**src/rtl/fetch_unit.sv**
```systemverilog
// Instruction fetch stage: keeps one i_cache read outstanding and buffers the
// returned {pc, instr} pairs in a circular queue toward decode. Redirects flush.
module fetch_unit #(
    parameter int               WIDTH    = 64,
    parameter int               INSTSIZE = 32,
    parameter logic [WIDTH-1:0] RESET_PC = '0,
    parameter int               QDEPTH   = 4
) (
    input  logic                clk,
    input  logic                reset,
    input  logic                redirect_valid,
    input  logic [WIDTH-1:0]    redirect_pc,
    output logic [WIDTH-1:0]    ic_pc,
    output logic                ic_req,
    input  logic [INSTSIZE-1:0] ic_instr,
    input  logic                ic_rdy,
    output logic                dec_valid,
    output logic [WIDTH-1:0]    dec_pc,
    output logic [INSTSIZE-1:0] dec_instr,
    input  logic                dec_ready
);

    localparam int PTRW = $clog2(QDEPTH);
    localparam int CW   = PTRW + 1;

    typedef enum logic [1:0] {
        IDLE,
        WAIT,
        DRAIN
    } state_e;

    state_e              state_q, state_d;
    logic [WIDTH-1:0]    fetchPc_q, fetchPc_d;
    logic [WIDTH-1:0]    icPc_q, icPc_d;
    logic [PTRW-1:0]     rdPtr_q, rdPtr_d;
    logic [PTRW-1:0]     wrPtr_q, wrPtr_d;
    logic [CW-1:0]       count_q, count_d;
    logic [CW-1:0]       countAfter;
    logic [WIDTH-1:0]    redirPc;
    logic [WIDTH-1:0]    pcPlus4;
    logic                push;
    logic                pop;
    logic                headValid;

    logic [WIDTH-1:0]    pcMem    [QDEPTH];
    logic [INSTSIZE-1:0] instrMem [QDEPTH];

    always_ff @(posedge clk or negedge reset) begin
        if (!reset) begin
            state_q   <= IDLE;
            fetchPc_q <= RESET_PC;
            icPc_q    <= RESET_PC;
            rdPtr_q   <= '0;
            wrPtr_q   <= '0;
            count_q   <= '0;
        end else begin
            state_q   <= state_d;
            fetchPc_q <= fetchPc_d;
            icPc_q    <= icPc_d;
            rdPtr_q   <= rdPtr_d;
            wrPtr_q   <= wrPtr_d;
            count_q   <= count_d;
        end
    end

    // Queue storage needs no reset: dec_* are masked to zero while empty.
    always_ff @(posedge clk) begin
        if (push) begin
            pcMem[wrPtr_q]    <= icPc_q;
            instrMem[wrPtr_q] <= ic_instr;
        end
    end

    always_comb begin
        headValid  = (count_q != '0);
        pop        = headValid && dec_ready;
        push       = (state_q == WAIT) && ic_rdy && !redirect_valid;
        countAfter = count_q + CW'(push) - CW'(pop);
        redirPc    = redirect_pc & ~WIDTH'(3);
        pcPlus4    = fetchPc_q + WIDTH'(4);

        state_d   = state_q;
        fetchPc_d = fetchPc_q;
        icPc_d    = icPc_q;

        unique case (state_q)
            IDLE: begin
                if (redirect_valid) begin
                    fetchPc_d = redirPc;
                    icPc_d    = redirPc;
                end else if (count_q < CW'(QDEPTH)) begin
                    icPc_d  = fetchPc_q;
                    state_d = WAIT;
                end
            end
            WAIT: begin
                if (redirect_valid) begin
                    fetchPc_d = redirPc;
                    if (ic_rdy) begin
                        icPc_d  = redirPc;
                        state_d = IDLE;
                    end else begin
                        // The in-flight request cannot be withdrawn, so ic_pc stays put.
                        state_d = DRAIN;
                    end
                end else if (ic_rdy) begin
                    fetchPc_d = pcPlus4;
                    if (countAfter < CW'(QDEPTH)) begin
                        icPc_d = pcPlus4;
                    end else begin
                        state_d = IDLE;
                    end
                end
            end
            DRAIN: begin
                if (redirect_valid) begin
                    fetchPc_d = redirPc;
                end
                if (ic_rdy) begin
                    state_d = IDLE;
                end
            end
            default: state_d = IDLE;
        endcase
    end

    always_comb begin
        rdPtr_d = rdPtr_q;
        wrPtr_d = wrPtr_q;
        count_d = count_q;
        if (redirect_valid) begin
            rdPtr_d = '0;
            wrPtr_d = '0;
            count_d = '0;
        end else begin
            if (push) begin
                wrPtr_d = wrPtr_q + PTRW'(1);
            end
            if (pop) begin
                rdPtr_d = rdPtr_q + PTRW'(1);
            end
            count_d = countAfter;
        end
    end

    always_comb begin
        ic_req    = (state_q != IDLE);
        ic_pc     = icPc_q;
        dec_valid = headValid;
        dec_pc    = headValid ? pcMem[rdPtr_q] : '0;
        dec_instr = headValid ? instrMem[rdPtr_q] : '0;
    end

endmodule

```
**config.mk**
```make
export PLATFORM = sky130hd
export DESIGN_NAME = fetch_unit
export DESIGN_NICKNAME = d
export VERILOG_FILES = /design/src/rtl/fetch_unit.sv
export SDC_FILE = /design/constraint.sdc
export NUM_CORES = 1
export LEC_CHECK = 0
export CORE_MARGIN = 2
export CORE_UTILIZATION = 35
export DETAILED_ROUTE_END_ITERATION = 16
export SETUP_SLACK_MARGIN = 0.4
export SYNTH_ARGS = -nofsm -noshare
export SYNTH_HDL_FRONTEND = slang
export SYNTH_SLANG_ARGS = --single-unit
```
**constraint.sdc**
```tcl
create_clock -name clk -period 3.7 [get_ports clk]
set_input_delay 0.925 -clock clk [delete_from_list [all_inputs] [get_ports clk]]
set_output_delay 0.925 -clock clk [all_outputs]
set_load 0.02 [all_outputs]
```
Word level (Yosys, flattened, before mapping)
Memory sizes are Yosys's and may differ from the RTL's.
Index checks and enable logic that the tools add are counted.
{"block": "classes", "order_cmp": 2, "eq_ne": 11, "mux": 28, "reduce_logical": 15, "n_addsub": 5}
{"op": "2-to-1 mux 64 bit", "n": 10}
{"op": "one-hot mux 64 bit (2 select lines)", "n": 2}
{"op": "adder 64 x 3 -> 64 bit (second input constant)", "n": 1}
{"op": "2-to-1 mux 32 bit", "n": 1}
{"op": "2-to-1 mux 2 bit", "n": 11}
{"op": "nonzero test 2 bit", "n": 5}
{"op": "!= test 3 bit (second input constant)", "n": 3}
{"op": "!= test 2 bit (second input constant)", "n": 4}
{"op": "< comparator 3 bit (second input constant)", "n": 2}
{"op": "one-hot mux 2 bit (3 select lines)", "n": 1}
{"op": "AND reduction 5 bit", "n": 1}
{"op": "adder 2 x 1 -> 2 bit (second input constant)", "n": 2}
{"op": "AND reduction 4 bit", "n": 1}
{"op": "adder 3 x 1 -> 3 bit", "n": 1}
{"op": "logical AND 1 bit", "n": 3}
{"op": "2-to-1 mux 3 bit", "n": 1}
{"op": "!= test 3 x 2 -> 1 bit (second input constant)", "n": 1}
{"op": "AND reduction 3 bit", "n": 1}
{"op": "nonzero test 3 bit", "n": 1}
{"op": "subtractor 3 x 1 -> 3 bit", "n": 1}
{"op": "equality test 2 x 1 -> 1 bit (second input constant)", "n": 1}
{"op": "equality test 2 bit (second input constant)", "n": 1}
{"op": "logical NOT 2 bit", "n": 1}
{"op": "2-to-1 mux 1 bit", "n": 2}
{"op": "3 further kinds", "n": 3}
{"block": "totals", "n_memories": 2, "ram_bits": 384, "output_inout_bits": 162, "elab_cells": 69, "register_bits": 137, "inputBits": 101}
{"memory": "pcMem", "depth": 4, "word_bits": 64, "rd": 1, "rd_ports_with_merged_regs": 0, "wr": 1, "line": "45", "rtl": "logic [WIDTH-1:0] pcMem [QDEPTH];"}
{"memory": "instrMem", "depth": 4, "word_bits": 32, "rd": 1, "rd_ports_with_merged_regs": 0, "wr": 1, "line": "46", "rtl": "logic [INSTSIZE-1:0] instrMem [QDEPTH];"}

Depth between registers and ports, before layout
{"block": "logic_depth", "depth_word": 10, "mapped_depth": 17, "ltp_nobuf": 13}

Worst setup path after synthesis
Ideal clock, no wire load.
{"block": "synth_path", "path_kind": "in2reg", "from": "input port redirect_valid", "to": "memory instrMem[0][0], enable pin", "slack_ns": -0.589, "stages": 4, "n_path_buf": 2, "arrival_time_ns": 3.823, "required_time_ns": 3.234, "setup_time_ns": 0.466, "cell_sequence": "clkbuf_1 clkbuf_1 nor2_1 and3_1"}
{"block": "synth_between", "elab_chain_cells": 4}
{"item": "start: declaration", "line": "11", "rtl": "input logic redirect_valid,"}
{"item": "logical NOT 1 bit", "line": "77", "rtl": "push = (state_q == WAIT) && ic_rdy && !redirect_valid;"}
{"item": "logical AND 1 bit", "line": "77"}
{"item": "2-to-1 mux 1 bit", "line": "68", "rtl": "if (push) begin"}
{"item": "2-to-1 mux 1 bit (not written as such)", "line": "70", "rtl": "instrMem[wrPtr_q] <= ic_instr;"}
{"item": "end: declaration", "line": "46"}
No other way between the ends.

Final worst setup path
{"block": "layout_path", "from": "register rdPtr_q[0]", "to": "output port dec_pc[15]"}
{"block": "layout_between", "elab_chain_cells": 2}
{"item": "start: declaration", "line": "35", "rtl": "logic [PTRW-1:0] rdPtr_q, rdPtr_d;"}
{"item": "start signal: assignment", "line": "60", "rtl": "rdPtr_q <= rdPtr_d;"}
{"item": "memory read (4 x 64 bit)"}
{"item": "2-to-1 mux 64 bit", "line": "150", "rtl": "dec_pc = headValid ? pcMem[rdPtr_q] : '0;"}
{"item": "end: declaration", "line": "18", "rtl": "output logic [WIDTH-1:0] dec_pc,"}
No other way between the ends.

==> results.sh <==
export IMPL_gp_congestion=0.859
export IMPL_cts_sinks=521
export IMPL_grt_pass1_wl_mm=97.4
export IMPL_antenna_left=0
export IMPL_portBuffers=260
export IMPL_post_route_util_pct=44.6
export IMPL_syn_nets=1792
export IMPL_yosysWarningCount=0
export IMPL_setup_viol=0
export IMPL_synthTopCellsByArea="edfxtp_1, dfrtp_1, mux4_2"
export IMPL_path_max_fanout=7
export IMPL_pwr_share_clk_pct=24.6
export IMPL_drc_errors=0
export IMPL_worst_pin_slew_ns=0.994
export IMPL_hold_viol_final=0
export IMPL_numCtsBuffers=55
export IMPL_crit_path_start_kind="flop"
export IMPL_antenna_found_initial=8
export IMPL_die_h_um=262
export IMPL_grt_max_degree=108
export IMPL_fin_skew_ns=0.0133
export IMPL_die_w_um=262
export IMPL_holdBufCountCts=0
export IMPL_syn_inst=1683
export IMPL_first_pass_iters=6
export IMPL_finalPower_w=0.0221
export IMPL_synthFlopType="edfxtp_1"
export IMPL_synth_edf_count=384
export IMPL_drt_iter0_drc=1316
export IMPL_wl_met2_mm=32.1
export IMPL_viasPerCell=5.45
export IMPL_dr_wl_met3_mm=4.06
export IMPL_finalCritPeriodShare_pct=90.1
export IMPL_fmax_mhz=300
export IMPL_sw_frac_of_total_pct=35.5
export IMPL_power_density_mw_per_mm2=752
export IMPL_p_int_w=0.0142
export IMPL_clock_path_buffers=3
export IMPL_min_path_type="in -> async"
export IMPL_crit_type="reg -> out"
export IMPL_track_usage_pct=18.9
export IMPL_drive_above_1_share_pct=21.8
export IMPL_cts_root_buf="clkbuf_16"
export IMPL_wl_met1_mm=28.6
export IMPL_finalMaxSlewViolations=0
export IMPL_syn_cell_area_mm2=0.0233
export IMPL_wirelength_mm=66.6
export IMPL_num_rows=94
export IMPL_max_cap_violations=0
export IMPL_place_hpwl_mm=42.0
export IMPL_clk_pin_slew_ns=0.06
export IMPL_required_ns=2.77
export IMPL_h_tree_depth=2
export IMPL_syn2layout_area_growth_pct=26.0
export IMPL_coreArea_mm2=0.0657
export IMPL_vias=15700
export IMPL_power_leakage_nw=10.2
export IMPL_nNetsFinal=2073
export IMPL_start_util_pct=35.4
export IMPL_syn_avg_cell_area_um2=13.8
export IMPL_timing_final_crit_period_ns=3.33
export IMPL_stdcell_count=2876
export IMPL_worst_slack_ns=0.367
export IMPL_top_layer_used="met5"
export IMPL_vdd_drop_max_mv=0.494
export IMPL_slew_headroom_pct=33.7
export IMPL_dp_slack_ns=-0.241
export IMPL_p_seq_share_pct=38.9
export IMPL_ys_async_sr_fraction_pct=26.3
export IMPL_placedCellCount=2737
export IMPL_ys_seq_elements=521
export IMPL_boundaryPins=263
export IMPL_dieArea_mm2=0.0686
export IMPL_grt_ovfl_total=0
export IMPL_clk_latency_ns=0.61
export IMPL_nFillCells=5902
export IMPL_crit_arrival_ns=2.41
export IMPL_yosys_area_top_type="edfxtp_1"
export IMPL_synth_cell_types=76
export IMPL_p_sw_w=0.00784
export IMPL_first_global_vias=15400
export IMPL_rsz0062_at_grt="true"
export IMPL_seq_area_frac_synth_pct=64.3
export IMPL_worstSetupEndpointType="output port"
export IMPL_cts_tree="yes"
export IMPL_status="completed"
export IMPL_synth_top_area_share_pct=49.5
export IMPL_wl_per_cell_um=23.2
export IMPL_combPwrFrac_pct=36.5
area by class of cell:
class                           instances  area, um^2  area share (%)
Sequential cell                       521       15000            51.0
Clock buffer                           63        1450            4.94
Timing Repair Buffer                  357        3630            12.4
Inverter                                9        33.8           0.115
Clock inverter                         38         313            1.07
Antenna cell                            4        10.0          0.0341
Multi-Input combinational cell       1020        7850            26.8
Tap cell                              864        1080            3.69
cell usage after synthesis (8+ instances only):
library cell and count:
nor4_1 15, buf_2 9, edfxtp_1 384, clkbuf_1 96, o21ai_0 72, a2bb2oi_1 10, o221ai_1 8, nand2_1 120
mux2i_1 17, nor2_1 100, mux4_2 96, and2_1 102, o22ai_1 34, nand4_1 34, xnor2_1 40, dfrtp_1 137
inv_1 9, nor3_1 22, nand3_1 44, xor2_1 20, a21oi_1 122, nor2b_1 8, buf_1 14, and3_1 31
or3_1 8
state kept, by name, summed over array words and instances (netlist names):
name and count:
fetchPc_q 64, state_q 2, pcMem 256, ic_pc 64
count_q 3, rdPtr_q 2, instrMem 128, wrPtr_q 2
stage by stage:
step / TNS [ns] / hold WS [ns] / cell area, um^2
2_1_floorplan: 0 / 0.464 / 23500
3_3_place_gp: -8.37 / 0.487 / 27300
3_5_place_dp: -10.32 / 0.495 / 27300
4_1_cts: 0 / 0.474 / 29400
5_1_grt: 0 / 0.522 / 29300
6_report: 0 / 0.445 / 29300
cell families after synthesis:
family	after synthesis	synth area share, %
adder cells (fa/ha/maj)	8	0.462
buffers and inverters	142	2.85
XOR/XNOR	60	2.26
AND/OR/NAND/NOR	527	12.1
flip-flops	521	64.3
AO/OA/AOI/OAI	311	8.03
multiplexers	114	10.1
layer usage:
metal | GRT usage [%] | up-vias
met2 | 30.8 | 518
met5 | 0 | -
met3 | 3.24 | 113
met1 | 26.0 | 8047
li1 | - | 6993
met4 | 5.59 | 8
final timing paths:
| kind | startpoint | end | slack [ns] | depth (start not counted) |
|---|---|---|---|---|
| setup / recovery | rdPtr_q[0]$_DFFE_PN0P_ | dec_pc[15] | 0.37 | 7 |
| hold / removal | reset | ic_pc[26]$_DFFE_PN0P_ | 0.44 | 1 |
| setup reg to reg | count_q[1]$_DFF_PN0_ | ic_pc[54]$_DFFE_PN0P_ | 0.43 | 15 |
| hold reg to reg | fetchPc_q[1]$_DFFE_PN0P_ | ic_pc[1]$_DFFE_PN0P_ | 0.50 | 2 |
| max in group asynchronous | reset | ic_pc[63]$_DFFE_PN0P_ | 2.43 | 2 |
| min in group clk | fetchPc_q[1]$_DFFE_PN0P_ | ic_pc[1]$_DFFE_PN0P_ | 0.50 | 2 |
power groups by stage:
stage / Sequential, W / Combinational, W / Clock (W)
after global placement: 0.00868 / 0.00763 / 0
final: 0.00858 / 0.00806 / 0.00544
after CTS: 0.00859 / 0.00801 / 0.00556
after global routing: 0.00873 / 0.00864 / 0.00577
after floorplan: 0.00856 / 0.00434 / 0
after detailed placement: 0.00875 / 0.00769 / 0
layout by cell type, fill, tap and decap left out, drive strengths merged, types with 8 or more instances in the layout:
master / Yosys / layout
edfxtp: 384 / 384
o221ai: 10 / 10
nor3: 26 / 26
a2bb2oi: 10 / 10
buf: 31 / 139
dfrtp: 137 / 137
xnor2: 40 / 40
clkinvlp: 0 / 9
a21oi: 122 / 122
nor4: 18 / 18
and3: 33 / 33
o21ai: 75 / 75
nor2b: 8 / 8
nand4: 36 / 36
or3: 8 / 8
and2: 102 / 102
nor2: 100 / 100
nand2: 121 / 121
inv: 9 / 10
clkinv: 0 / 24
xor2: 20 / 20
mux2i: 17 / 17
nand3: 46 / 46
mux4: 96 / 96
clkdlybuf4s50: 0 / 160
o22ai: 34 / 34
clkbuf: 100 / 113
worst max-delay path, stage by stage (launching register included):
cell	delay, ns
dfrtp_4	0.52
buf_6	0.15
buf_12	0.12
clkbuf_16	0.17
buf_12	0.13
mux4_2	0.40
and2_1	0.16
clkbuf_2	0.15
what timing repair did:
action | in CTS | in global routing
cloned | 8 | 5
pin swaps | 2 | 8
setup endpoints to repair | 138 | 111
resized for setup | 234 | 151
buffers inserted | 16 | 5
Note: power is estimated with default switching activity, not from simulation.
